$ cat config.mk
export PLATFORM = sky130hd
export DESIGN_NAME = hs_upload_source
export DESIGN_NICKNAME = d
export VERILOG_FILES = /design/src/rtl/hs_upload_source.sv
export SDC_FILE = /design/constraint.sdc
export NUM_CORES = 1
export LEC_CHECK = 0
export ABC_AREA = 1
export CORE_MARGIN = 2
export CORE_UTILIZATION = 47
export CTS_BUF_LIST = sky130_fd_sc_hd__clkbuf_16
export DETAILED_ROUTE_END_ITERATION = 8
export PLACE_DENSITY = 0.91
export SYNTH_ARGS = -nofsm -noshare
export SYNTH_HDL_FRONTEND = slang
export SYNTH_SLANG_ARGS = --single-unit
export TNS_END_PERCENT = 100
$ cat constraint.sdc
create_clock -name clk -period 2.1 [get_ports clk]
set_input_delay 0.21 -clock clk [delete_from_list [all_inputs] [get_ports clk]]
set_output_delay 0.21 -clock clk [all_outputs]
set_load 0.005 [all_outputs]
$ cat src/rtl/hs_upload_source.sv
// ---------------------------------------------------------------------------
// hs_upload_source
//
// Serves a window of game work RAM (the hiscore table) to the HPS over the
// ioctl upload channel. It is the upload-side counterpart of the ROM/DIP
// download path: hps_io strobes byte offsets, this block pauses the game CPU,
// reads the byte from the hiscore RAM port and hands it back on ioctl_din.
//
// Optional feature macro: HS_UPLOAD_CHECKSUM_EN
//   When defined, bytes returned for offsets below LEN are summed (mod 256)
//   and a read of offset LEN returns the one's complement of that sum.
//   When undefined, offset LEN behaves like any other out-of-window offset.
//
// Ports
//   clk           in   system clock (clk_sys domain)
//   reset_n       in   asynchronous active-low reset
//   save_trigger  in   one-cycle pulse requesting an upload (autosave / OSD)
//   ioctl_upload  in   HPS upload in progress
//   ioctl_rd      in   one-cycle read strobe from the HPS
//   ioctl_index   in   selected upload slot
//   ioctl_addr    in   byte offset being read
//   ioctl_din     out  byte returned to the HPS
//   upload_req    out  upload request towards hps_io
//   pause_cpu     out  request to hold the game CPU
//   cpu_paused    in   CPU hold acknowledge
//   ram_addr      out  game RAM read address
//   ram_dout      in   game RAM read data
//   busy          out  high whenever the FSM is not idle
// ---------------------------------------------------------------------------
module hs_upload_source #(
   parameter int unsigned          ADDR_W       = 16,
   parameter int unsigned          LEN          = 64,
   parameter logic [ADDR_W-1:0]    BASE_ADDR    = 16'h8A00,
   parameter int unsigned          RAM_LATENCY  = 1,
   parameter logic [7:0]           UPLOAD_INDEX = 8'd4
) (
   input  logic              clk,
   input  logic              reset_n,
   input  logic              save_trigger,
   input  logic              ioctl_upload,
   input  logic              ioctl_rd,
   input  logic [7:0]        ioctl_index,
   input  logic [24:0]       ioctl_addr,
   output logic [7:0]        ioctl_din,
   output logic              upload_req,
   output logic              pause_cpu,
   input  logic              cpu_paused,
   output logic [ADDR_W-1:0] ram_addr,
   input  logic [7:0]        ram_dout,
   output logic              busy
);

   typedef enum logic [2:0] {
      ST_IDLE       = 3'd0,
      ST_REQ        = 3'd1,
      ST_ACTIVE     = 3'd2,
      ST_WAIT_PAUSE = 3'd3,
      ST_FETCH      = 3'd4,
      ST_RELEASE    = 3'd5
   } state_t;

   localparam logic [1:0]  LAT_LAST = 2'(RAM_LATENCY);
   localparam logic [31:0] LEN_W    = 32'(LEN);

   state_t            state_q,    state_d;
   logic [7:0]        ioctl_din_q, ioctl_din_d;
   logic [ADDR_W-1:0] ram_addr_q, ram_addr_d;
   logic [ADDR_W-1:0] rd_addr_q,  rd_addr_d;
   logic [1:0]        lat_cnt_q,  lat_cnt_d;
`ifdef HS_UPLOAD_CHECKSUM_EN
   logic [7:0]        sum_q,      sum_d;
`endif

   logic              sel;
   logic [31:0]       addr_ext;
   logic              addr_in_window;

   assign sel            = ioctl_upload & (ioctl_index == UPLOAD_INDEX);
   assign addr_ext       = {7'd0, ioctl_addr};
   assign addr_in_window = (addr_ext < LEN_W);

   // State and datapath registers; reset aborts any upload in flight.
   always_ff @(posedge clk or negedge reset_n) begin
      if (!reset_n) begin
         state_q     <= ST_IDLE;
         ioctl_din_q <= 8'hFF;
         ram_addr_q  <= BASE_ADDR;
         rd_addr_q   <= '0;
         lat_cnt_q   <= 2'd0;
`ifdef HS_UPLOAD_CHECKSUM_EN
         sum_q       <= 8'h00;
`endif
      end else begin
         state_q     <= state_d;
         ioctl_din_q <= ioctl_din_d;
         ram_addr_q  <= ram_addr_d;
         rd_addr_q   <= rd_addr_d;
         lat_cnt_q   <= lat_cnt_d;
`ifdef HS_UPLOAD_CHECKSUM_EN
         sum_q       <= sum_d;
`endif
      end
   end

   // Next-state and datapath logic.
   // The requested offset is latched on the strobe so that a read stalled in
   // WAIT_PAUSE still fetches the right byte even if ioctl_addr moves on.
   // Strobes seen outside ACTIVE are dropped; a falling sel during a fetch
   // lets the fetch complete and is acted on once back in ACTIVE.
   always_comb begin
      state_d     = state_q;
      ioctl_din_d = ioctl_din_q;
      ram_addr_d  = ram_addr_q;
      rd_addr_d   = rd_addr_q;
      lat_cnt_d   = lat_cnt_q;
`ifdef HS_UPLOAD_CHECKSUM_EN
      sum_d       = sum_q;
`endif

      case (state_q)
         ST_IDLE: begin
            if (sel) begin
               state_d = ST_ACTIVE;
            end else if (save_trigger) begin
               state_d = ST_REQ;
            end
         end

         ST_REQ: begin
            if (sel) begin
               state_d = ST_ACTIVE;
            end
         end

         ST_ACTIVE: begin
            if (!sel) begin
               state_d = ST_RELEASE;
            end else if (ioctl_rd) begin
               if (addr_in_window) begin
                  rd_addr_d = ioctl_addr[ADDR_W-1:0];
                  if (cpu_paused) begin
                     ram_addr_d = BASE_ADDR + ioctl_addr[ADDR_W-1:0];
                     lat_cnt_d  = 2'd0;
                     state_d    = ST_FETCH;
                  end else begin
                     state_d = ST_WAIT_PAUSE;
                  end
               end else begin
`ifdef HS_UPLOAD_CHECKSUM_EN
                  if (addr_ext == LEN_W) begin
                     ioctl_din_d = ~sum_q;
                  end else begin
                     ioctl_din_d = 8'hFF;
                  end
`else
                  ioctl_din_d = 8'hFF;
`endif
               end
            end
         end

         ST_WAIT_PAUSE: begin
            if (cpu_paused) begin
               ram_addr_d = BASE_ADDR + rd_addr_q;
               lat_cnt_d  = 2'd0;
               state_d    = ST_FETCH;
            end
         end

         // ram_addr was registered on entry; data is captured once the RAM
         // has had RAM_LATENCY cycles to respond.
         ST_FETCH: begin
            if (lat_cnt_q == LAT_LAST) begin
               ioctl_din_d = ram_dout;
`ifdef HS_UPLOAD_CHECKSUM_EN
               if (rd_addr_q == '0) begin
                  sum_d = ram_dout;
               end else begin
                  sum_d = sum_q + ram_dout;
               end
`endif
               state_d = ST_ACTIVE;
            end else begin
               lat_cnt_d = lat_cnt_q + 2'd1;
            end
         end

         ST_RELEASE: begin
            state_d = ST_IDLE;
         end

         default: begin
            state_d = ST_IDLE;
         end
      endcase
   end

   // Control outputs decode straight from state so a reset clears them
   // immediately rather than on the next clock edge.
   assign upload_req = (state_q == ST_REQ);
   assign pause_cpu  = (state_q == ST_ACTIVE) ||
                       (state_q == ST_WAIT_PAUSE) ||
                       (state_q == ST_FETCH);
   assign busy       = (state_q != ST_IDLE);
   assign ioctl_din  = ioctl_din_q;
   assign ram_addr   = ram_addr_q;

endmodule

* After elaboration in Yosys (flattened, before gate mapping)
Cells that the tools add are included.
** Cells by class
- Multipliers :: 0
- Add/sub/neg operators :: 3
- Eq/ne operators :: 18
- Shifts and indexed selects :: 0
- Divide/modulo/power cells :: 0
- Muxes and demuxes :: 27
- Magnitude comparators :: 1
- Reductions and logical operators :: 12
- Bitwise operators :: 1
** Operators with widths (count)
- 16-bit 2-to-1 mux :: 5
- 16-bit adder, first input constant :: 2
- 8-bit 2-to-1 mux :: 4
- 16-bit one-hot mux with 2 select lines :: 1
- 3-bit 2-to-1 mux :: 9
- 25-bit by 7-bit less-than comparator with 1-bit output, second input constant :: 1
- 2-bit inequality test, second input constant :: 8
- 8-bit one-hot mux with 2 select lines :: 1
- 3-bit one-hot mux with 5 select lines :: 1
- 6-bit AND reduction :: 2
- 2-bit 2-to-1 mux :: 5
- 5-bit AND reduction :: 2
- 3-bit inequality test, second input constant :: 3
- 8-bit by 3-bit equality test with 1-bit output, second input constant :: 1
- 3-bit by 2-bit equality test with 1-bit output, second input constant :: 2
- 2-bit one-hot mux with 3 select lines :: 1
- 3-bit nonzero test :: 2
- 4-bit AND reduction :: 1
- 2-bit nonzero test :: 2
- 3-bit by 1-bit equality test with 1-bit output, second input constant :: 1
- 3-bit equality test, second input constant :: 1
- 3-bit zero test :: 1
- 2-bit by 1-bit adder with 2-bit output, second input constant :: 1
- 2-bit by 1-bit equality test with 1-bit output, second input constant :: 1
- other kinds (3) :: 4
** Word-level totals
- Memory bits (writable) :: 0
- Bits in registers :: 45
- Memory bits (read-only) :: 0
- Latch bits :: 0
- Memories kept :: 0
- Input port bits :: 47
- Word-level logic and storage cells :: 67

* Depth between registers and ports, before layout
Gate-level depths: netlist (run 1).
- Depth in word-level cells :: 6
- Depth in mapped cells :: 13
- Gate-level depth less buffers :: 12

* Worst setup path after synthesis (run 1)
Ideal clock, no wire load.
- Kind :: register -> register
- Start :: reg state_q[0]
- End :: reg ram_addr_q[13], in the netlist ram_addr[13]
- Arrival time :: 1.514 ns
- Stages on the path, launching flop included :: 11
- Required time :: 1.973 ns
- Slack :: 0.459 ns
- Cells stage by stage :: dfrtp_1 buf_4 nand3_4 buf_6 nand2_1 nand2_2 ha_1 nand3b_1 nand2_1 xor2_1 o21ai_0
** On the way
- Word-level cells in the longest chain between the ends :: 3
- Elaborated cells on any way between the ends :: 10
- Classes of those cells :: eq/ne (7); mux (1); reduce/logical (2)
** Ends and longest elaborated chain
- from (decl) :: line 65 : state_t state_q, state_d;
- from (signal assigned) :: line 94 : state_q <= state_d;
- 3-bit by 2-bit equality test with 1-bit output :: line 120 : case (state_q)
- 2-bit inequality test (no line) or 2-bit nonzero test (tied branches)
- 6-bit AND reduction (no line)
- to (signal assigned) :: line 96 : ram_addr_q <= ram_addr_d;
- to (decl) :: line 67 : logic [ADDR_W-1:0] ram_addr_q, ram_addr_d;
Parallel ways exist; a longest one is shown, timed or not.
A chain may end at the register's enable or synchronous reset.

* Final worst setup path (run 1)
- Start :: reg state_q[1]
- End :: out pause_cpu
** On the way
- Word-level cells in the longest chain between the ends :: 3
- Elaborated cells on any way between the ends :: 5
- Classes of those cells :: eq/ne (3); reduce/logical (2)
** Ends and longest elaborated chain
- 3-bit by 2-bit equality test with 1-bit output (on tied branches) :: line 201, 202
- 1-bit logical OR :: line 201 : assign pause_cpu = (state_q == ST_ACTIVE) ||
- 1-bit logical OR (*) :: line 202 : (state_q == ST_WAIT_PAUSE) ||
- to (decl) :: line 46 : output logic pause_cpu,
Every way passes the cells marked *; elsewhere a longest branch is shown, timed or not.

==> results of run 1 <==
## power by group through the flow
stage	combinational, uW	clock [uW]	sequential (uW)
3_5_place_dp	1890	0	1410
6_report	1900	847	1390
4_1_cts	1910	866	1390
2_1_floorplan	1080	0	1390
3_3_place_gp	1830	0	1400
5_1_grt	2150	889	1420
## area by class of cell
type	count	area, um2	area share, %
multi-input cells	226	1080	31.6
flip-flops and latches	45	1140	33.5
clock inverters	3	37.5	1.10
repair buffers	82	808	23.7
inverters	35	131	3.86
clock buffers	5	125	3.67
well taps	70	87.6	2.57
## kinds of logic after synthesis
group	Yosys count	synth area share, %
AOI/OAI and AO/OA	41	9.97
adders and majority gates	2	1.04
and+or+nand+nor	181	32.8
buffers and inverters	43	8.20
xor gates and xnor gates	2	0.727
DFF	45	47.3
## registers in the layout (all words and copies together), names as in the netlist
signal / cells
lat_cnt_q: 2
state_q: 3
ram_addr: 16
ioctl_din: 8
rd_addr_q: 16
## how the worst min path moves through the flow
stage | endpoint | slack [ns] | from | cells after the start
after detailed placement | rd_addr_q[5] | 0.21 | reset_n | 1
after floorplan | lat_cnt_q[0] | -0.09 | reset_n | 0
after CTS | ram_addr[1] | 0.45 | reset_n | 2
after global routing | ioctl_din[2] | 0.48 | ioctl_din[2] | 2
after global placement | rd_addr_q[5] | 0.20 | reset_n | 1
final | rd_addr_q[5] | 0.43 | reset_n | 2
## Yosys cell counts
cell type | instances | area [um2]
buf_4 | 1 | 7.51
nand2_2 | 4 | 25.0
o21bai_1 | 1 | 7.51
o21ai_2 | 8 | 70.1
a21boi_0 | 1 | 7.51
clkbuf_1 | 3 | 11.3
buf_6 | 2 | 22.5
o21ai_1 | 3 | 15.0
nor3_1 | 2 | 10.0
inv_1 | 32 | 120
or2_2 | 8 | 50.1
nand2_1 | 109 | 409
nand3_4 | 1 | 17.5
ha_1 | 2 | 25.0
nand4_1 | 2 | 12.5
nand3b_1 | 3 | 22.5
dfrtp_1 | 34 | 851
o21ai_0 | 27 | 135
and2_1 | 1 | 6.26
xor2_1 | 2 | 17.5
nand3_2 | 1 | 10.0
a21oi_1 | 1 | 5.00
dfstp_2 | 11 | 289
buf_12 | 1 | 20.0
buf_2 | 1 | 5.00
nor2_8 | 1 | 20.0
clkinv_1 | 1 | 3.75
inv_2 | 2 | 7.51
nand3_1 | 18 | 90.1
nor2_1 | 31 | 116
## worst register-to-register path: stages, from the launching register on
cell and delay, ns:
dfrtp_1 0.49, nand3_4 0.19, o21ai_0 0.27, ha_1 0.23
nand3b_1 0.15, nand2_1 0.09, o21bai_1 0.15, nand2_1 0.07
nand2_1 0.07, nand2_1 0.05
## layer usage
| metal | global-route usage [%] | vias up | wire length [um] |
|---|---|---|---|
| met2 | 37.0 | 43 | 2810 |
| li1 | - | 1147 | - |
| met4 | 7.41 | 0 | 47 |
| met5 | 0 | - | 0 |
| met1 | 26.2 | 1049 | 2330 |
| met3 | 3.17 | 4 | 184 |
## through the flow
| step | setup WS, ns | instance area [um2] | utilization, % | power, uW |
|---|---|---|---|---|
| floorplan | 0.459 | 2410 | - | 2470 |
| global placement | 0.268 | 3230 | 64.0 | 3230 |
| detailed placement | 0.141 | 3230 | 64.0 | 3300 |
| CTS | 0.0305 | 3400 | 67.5 | 4170 |
| global route | 0.0513 | 3410 | 67.6 | 4460 |
| finish | 0.170 | 3410 | 67.6 | 4140 |
## repair_timing
action                     4_1_cts  5_1_grt
setup endpoints to repair        0        1
hold endpoints to repair        20        0
resized for setup                0        2
hold buffers                     1        0
==> results.cfg, run 1 <==
[outcome]
outcome = finished, final reports clean

[critical_path]
crit_fanout = 11
cp_num_cells = 4
cp_cell_sequence = nor3_2, inv_2, nand2_1, clkdlybuf4s50_1
cpPeakStageDelay_ns = 0.50
rr_worst_depth = 9
arrival_ns = 1.72
startpoint_type = register
r2r_setup_slack_ns = 0.27
critical_path.top_delay_family = buffers and inverters
path_buf_inv = 2
critPathSlowestCell = clkdlybuf4s50_1
rr_endpoint = ram_addr[15]
path_class = register to output pin
reg2reg_from = state_q[1]
crit_required_ns = 1.89
end_kind = output pin
endpoint = pause_cpu
crit_start = state_q[1]

[power_and_ir_drop]
clkPwrFrac_pct = 20.5
p_comb_share_pct = 45.8
pwr_density_cell_nw_per_um2 = 1210
ir_worst_vdd_uv = 515
swShare_pct = 34.4
sequentialPowerShare_pct = 33.7
internal_power_uw = 2720
switchingPower_uw = 1420
p_leak_uw = 0.00168

[cts]
clk_pin_slew_worst_paths_ns = 0.06
htreeDepth = 2
clock_latency_ns = 0.28
cts_tree = yes
clockRootBuffer = clkbuf_16
cts.sinks = 45
cts_inserted_buffers = 5
clockBufferDepth = 2
postCtsSetupRepairBufs = 0

[floorplanning]
fp.dieW_um = 75.6
start_util_pct = 47.8
row_count = 26
die_height_um = 75.6
die_area_um2 = 5720
core_area_um2 = 5040
io_pins = 74

[timing]
fin_crit_sh_pct = 91.9
setup_viol = 0
worstMarginPinSlew_ns = 0.508
tns_ns = 0
min_period_ns = 1.93
hold_slack_ns = 0.434
hold_viol = 0
skew_ns = 0.00402
slew_headroom_pct = 66.1
drv_slew = 0
rsz0062_at_grt = false
fmax_mhz = 518

[global_routing]
grt_use_total_pct = 21.0
grt_max_degree = 25
gr-total-overflow = 0
antenna_found_initial = 0
grt_pass1_vias = 2229
grt_pass1_wl_um = 9260

[logic_synthesis]
synth_cell_types = 30
syn-num-nets = 363
syn-cell-area_um2 = 2410
yosysWarnings = 0
synth.yosys.seq_area_share_pct = 47.3
netlist_instances = 314
ys_ff_latch = 45
avgSynthCellArea_um2 = 7.67

[route]
ant_nets = 0
wirelength_um = 5380
avgViaCountPerCell = 4.81
dr.first_iter.drc_count = 102
drc_errors = 0
drtPass1Iterations = 4
vias = 2243
wl_per_cell_um = 11.5

[finish]
layout-drive-gt1-share_pct = 13.4
final_cells = 466
final_common_cell = nand2_1
n_antenna_cell = 0
fillerInstances = 393
area_growth_pct = 41.4
final_cell_mix = nand2_1 (109), clkdlybuf4s50_1 (72), dfrtp_1 (34)
nets = 444

[placed_design]
port_buffers = 73
dp_hpwl_um = 4240
placedCellCount = 457
gp_congestion = 0.856

[hold_path]
hold_path.class = primary input to asynchronous set/reset pin

[run]
cap_viol_max_count = 0
Power figures use the tool's default switching activity.
==> run 2: changes to the inputs <==
--- a/config.mk
+++ b/config.mk
@@ -7,10 +7,11 @@
 export LEC_CHECK = 0
 export ABC_AREA = 1
 export CORE_MARGIN = 2
-export CORE_UTILIZATION = 47
+export CORE_UTILIZATION = 50
 export CTS_BUF_LIST = sky130_fd_sc_hd__clkbuf_16
 export DETAILED_ROUTE_END_ITERATION = 8
-export PLACE_DENSITY = 0.91
+export DONT_BUFFER_PORTS = 1
+export PLACE_DENSITY = 0.76
 export SYNTH_ARGS = -nofsm -noshare
 export SYNTH_HDL_FRONTEND = slang
 export SYNTH_SLANG_ARGS = --single-unit
==> results.cfg, run 2 (same netlist as run 1, synthesis figures left out) <==
[critical_path]
arrival_ns = 2.01
critical_path.most_common_cell = nand2_1
end_kind = register
critPathSlowestCell = dfrtp_1
r2r_setup_slack_ns = 0.31
critical_path.top_delay_family = simple AND/OR/NAND/NOR gates
crit_required_ns = 2.33
crit_fanout = 14
cpPeakStageDelay_ns = 0.48
path_buf_inv = 0
startpoint_type = register
path_class = register to register
cp_cell_sequence = nand3_4, o21ai_0, ha_1, nand3b_1, nand2_1, nor2_1, nand2_1, nand2_1, nand2_1, nand2_1

[finish]
final_cell_mix = nand2_1 (109), dfrtp_1 (34), inv_1 (32)
n_antenna_cell = 0
fin_area_um2 = 2630
final_common_cell = nand2_1
utilization_pct = 56.1
area_growth_pct = 9.14
layout-drive-gt1-share_pct = 15.0
nets = 367

[outcome]
outcome = finished, final reports clean

[floorplanning]
core_area_um2 = 4690
die_height_um = 73.4
die_area_um2 = 5390
io_pins = 74
fp.dieW_um = 73.4
start_util_pct = 51.4
row_count = 25

[cts]
cts.sinks = 45
clk_pin_slew_worst_paths_ns = 0.06
postCtsSetupRepairBufs = 0
clockRootBuffer = clkbuf_16
htreeDepth = 2
clockBufferDepth = 2
ctsResizeCount = 0
cts_inserted_buffers = 5
clock_latency_ns = 0.28
cts_tree = yes

[power_and_ir_drop]
p_leak_uw = 0.00138
p_comb_share_pct = 36.1
clkPwrFrac_pct = 22.1
switchingPower_uw = 1330
swShare_pct = 38.5
pwr_density_cell_nw_per_um2 = 1310
sequentialPowerShare_pct = 41.7
internal_power_uw = 2120
ir_worst_vdd_uv = 459

[timing]
slew_headroom_pct = 70.2
hold_viol = 0
drv_slew = 0
min_period_ns = 1.79
setup_viol = 0
worstMarginPinSlew_ns = 0.446
fmax_mhz = 560
fin_crit_sh_pct = 85.1
rsz0062_at_grt = false
skew_ns = 0.00338
tns_ns = 0

[hold_path]
hold_path.class = primary input to register

[placed_design]
port_buffers = 0
dpl-instance-area_um2 = 2450
dp_hpwl_um = 3610
gp_congestion = 0.862

[global_routing]
grt_pass1_wl_um = 8010
grt_max_degree = 46
gr-total-overflow = 0
grt_pass1_vias = 1843
antenna_found_initial = 0
grt_use_total_pct = 18.9

[route]
drc_errors = 0
ant_nets = 0
wl_per_cell_um = 12.8
dr.first_iter.drc_count = 117
vias = 1891
avgViaCountPerCell = 5.07
wirelength_um = 4760
drtPass1Iterations = 4

[run]
cap_viol_max_count = 0
==> run 2: cell types whose count changed in the layout (fill, tap and decap cells not counted) <==
cell,previous run,this run
clkinv_1,2,1
inv_6,0,1
buf_16,0,1
nor3_2,1,0
clkdlybuf4s50_1,72,0
clkinvlp_4,0,1
buf_2,1,0
bufinv_16,1,0
clkinv_2,0,1
nor3_1,1,2
buf_4,7,2
inv_2,3,2
==> run 2: final timing paths <==
path                                from           end  cells past startpoint
min in group asynchronous        reset_n  rd_addr_q[5]                      2
max                           state_q[1]  ram_addr[15]                     10
max in group asynchronous        reset_n  ram_addr[15]                      2
min reg2reg                 ioctl_din[5]  ioctl_din[5]                      2
max reg2reg                   state_q[1]  ram_addr[15]                     10
min                        ioctl_addr[4]  rd_addr_q[4]                      2
==> run 2: routing by layer <==
layer  vias up  wire length [um]  track usage (%)
met3         9               440             8.37
met4         0                60             4.24
li1        990                 -                -
met2        54              2170             30.3
met1       838              2080             23.5
met5         -                 0                0
==> run 2: cell type report <==
class | count | area [um2]
Multi-Input combinational cell | 226 | 1070
Sequential cell | 45 | 1140
Tap cell | 54 | 67.6
Fill cell | 441 | 2060
Clock inverter | 3 | 21.3
Inverter | 35 | 131
Clock buffer | 5 | 125
Timing Repair Buffer | 5 | 72.6
==> run 2: power groups by stage <==
| stage | clock, uW | combinational [uW] | sequential, uW |
|---|---|---|---|
| global route | 823 | 1460 | 1480 |
| finish | 764 | 1250 | 1440 |
| CTS | 788 | 1270 | 1450 |
| global placement | 0 | 1200 | 1460 |
| floorplan | 0 | 1080 | 1390 |
| detailed placement | 0 | 1230 | 1460 |
==> run 2: through the flow <==
step	hold slack (ns)	worst slack, ns	cells	power [uW]
3_3_place_gp	-0.0846	0.371	363	2660
4_1_cts	0.0955	0.303	373	3510
6_report	0.0986	0.313	373	3460
5_1_grt	0.103	0.101	373	3760
3_5_place_dp	-0.0845	0.319	363	2700
2_1_floorplan	-0.0856	0.459	314	2470
==> run 2: timing repair <==
action | CTS | global route
hold buffers | 2 | 0
setup endpoints to repair | 0 | 0
hold endpoints to repair | 45 | 0
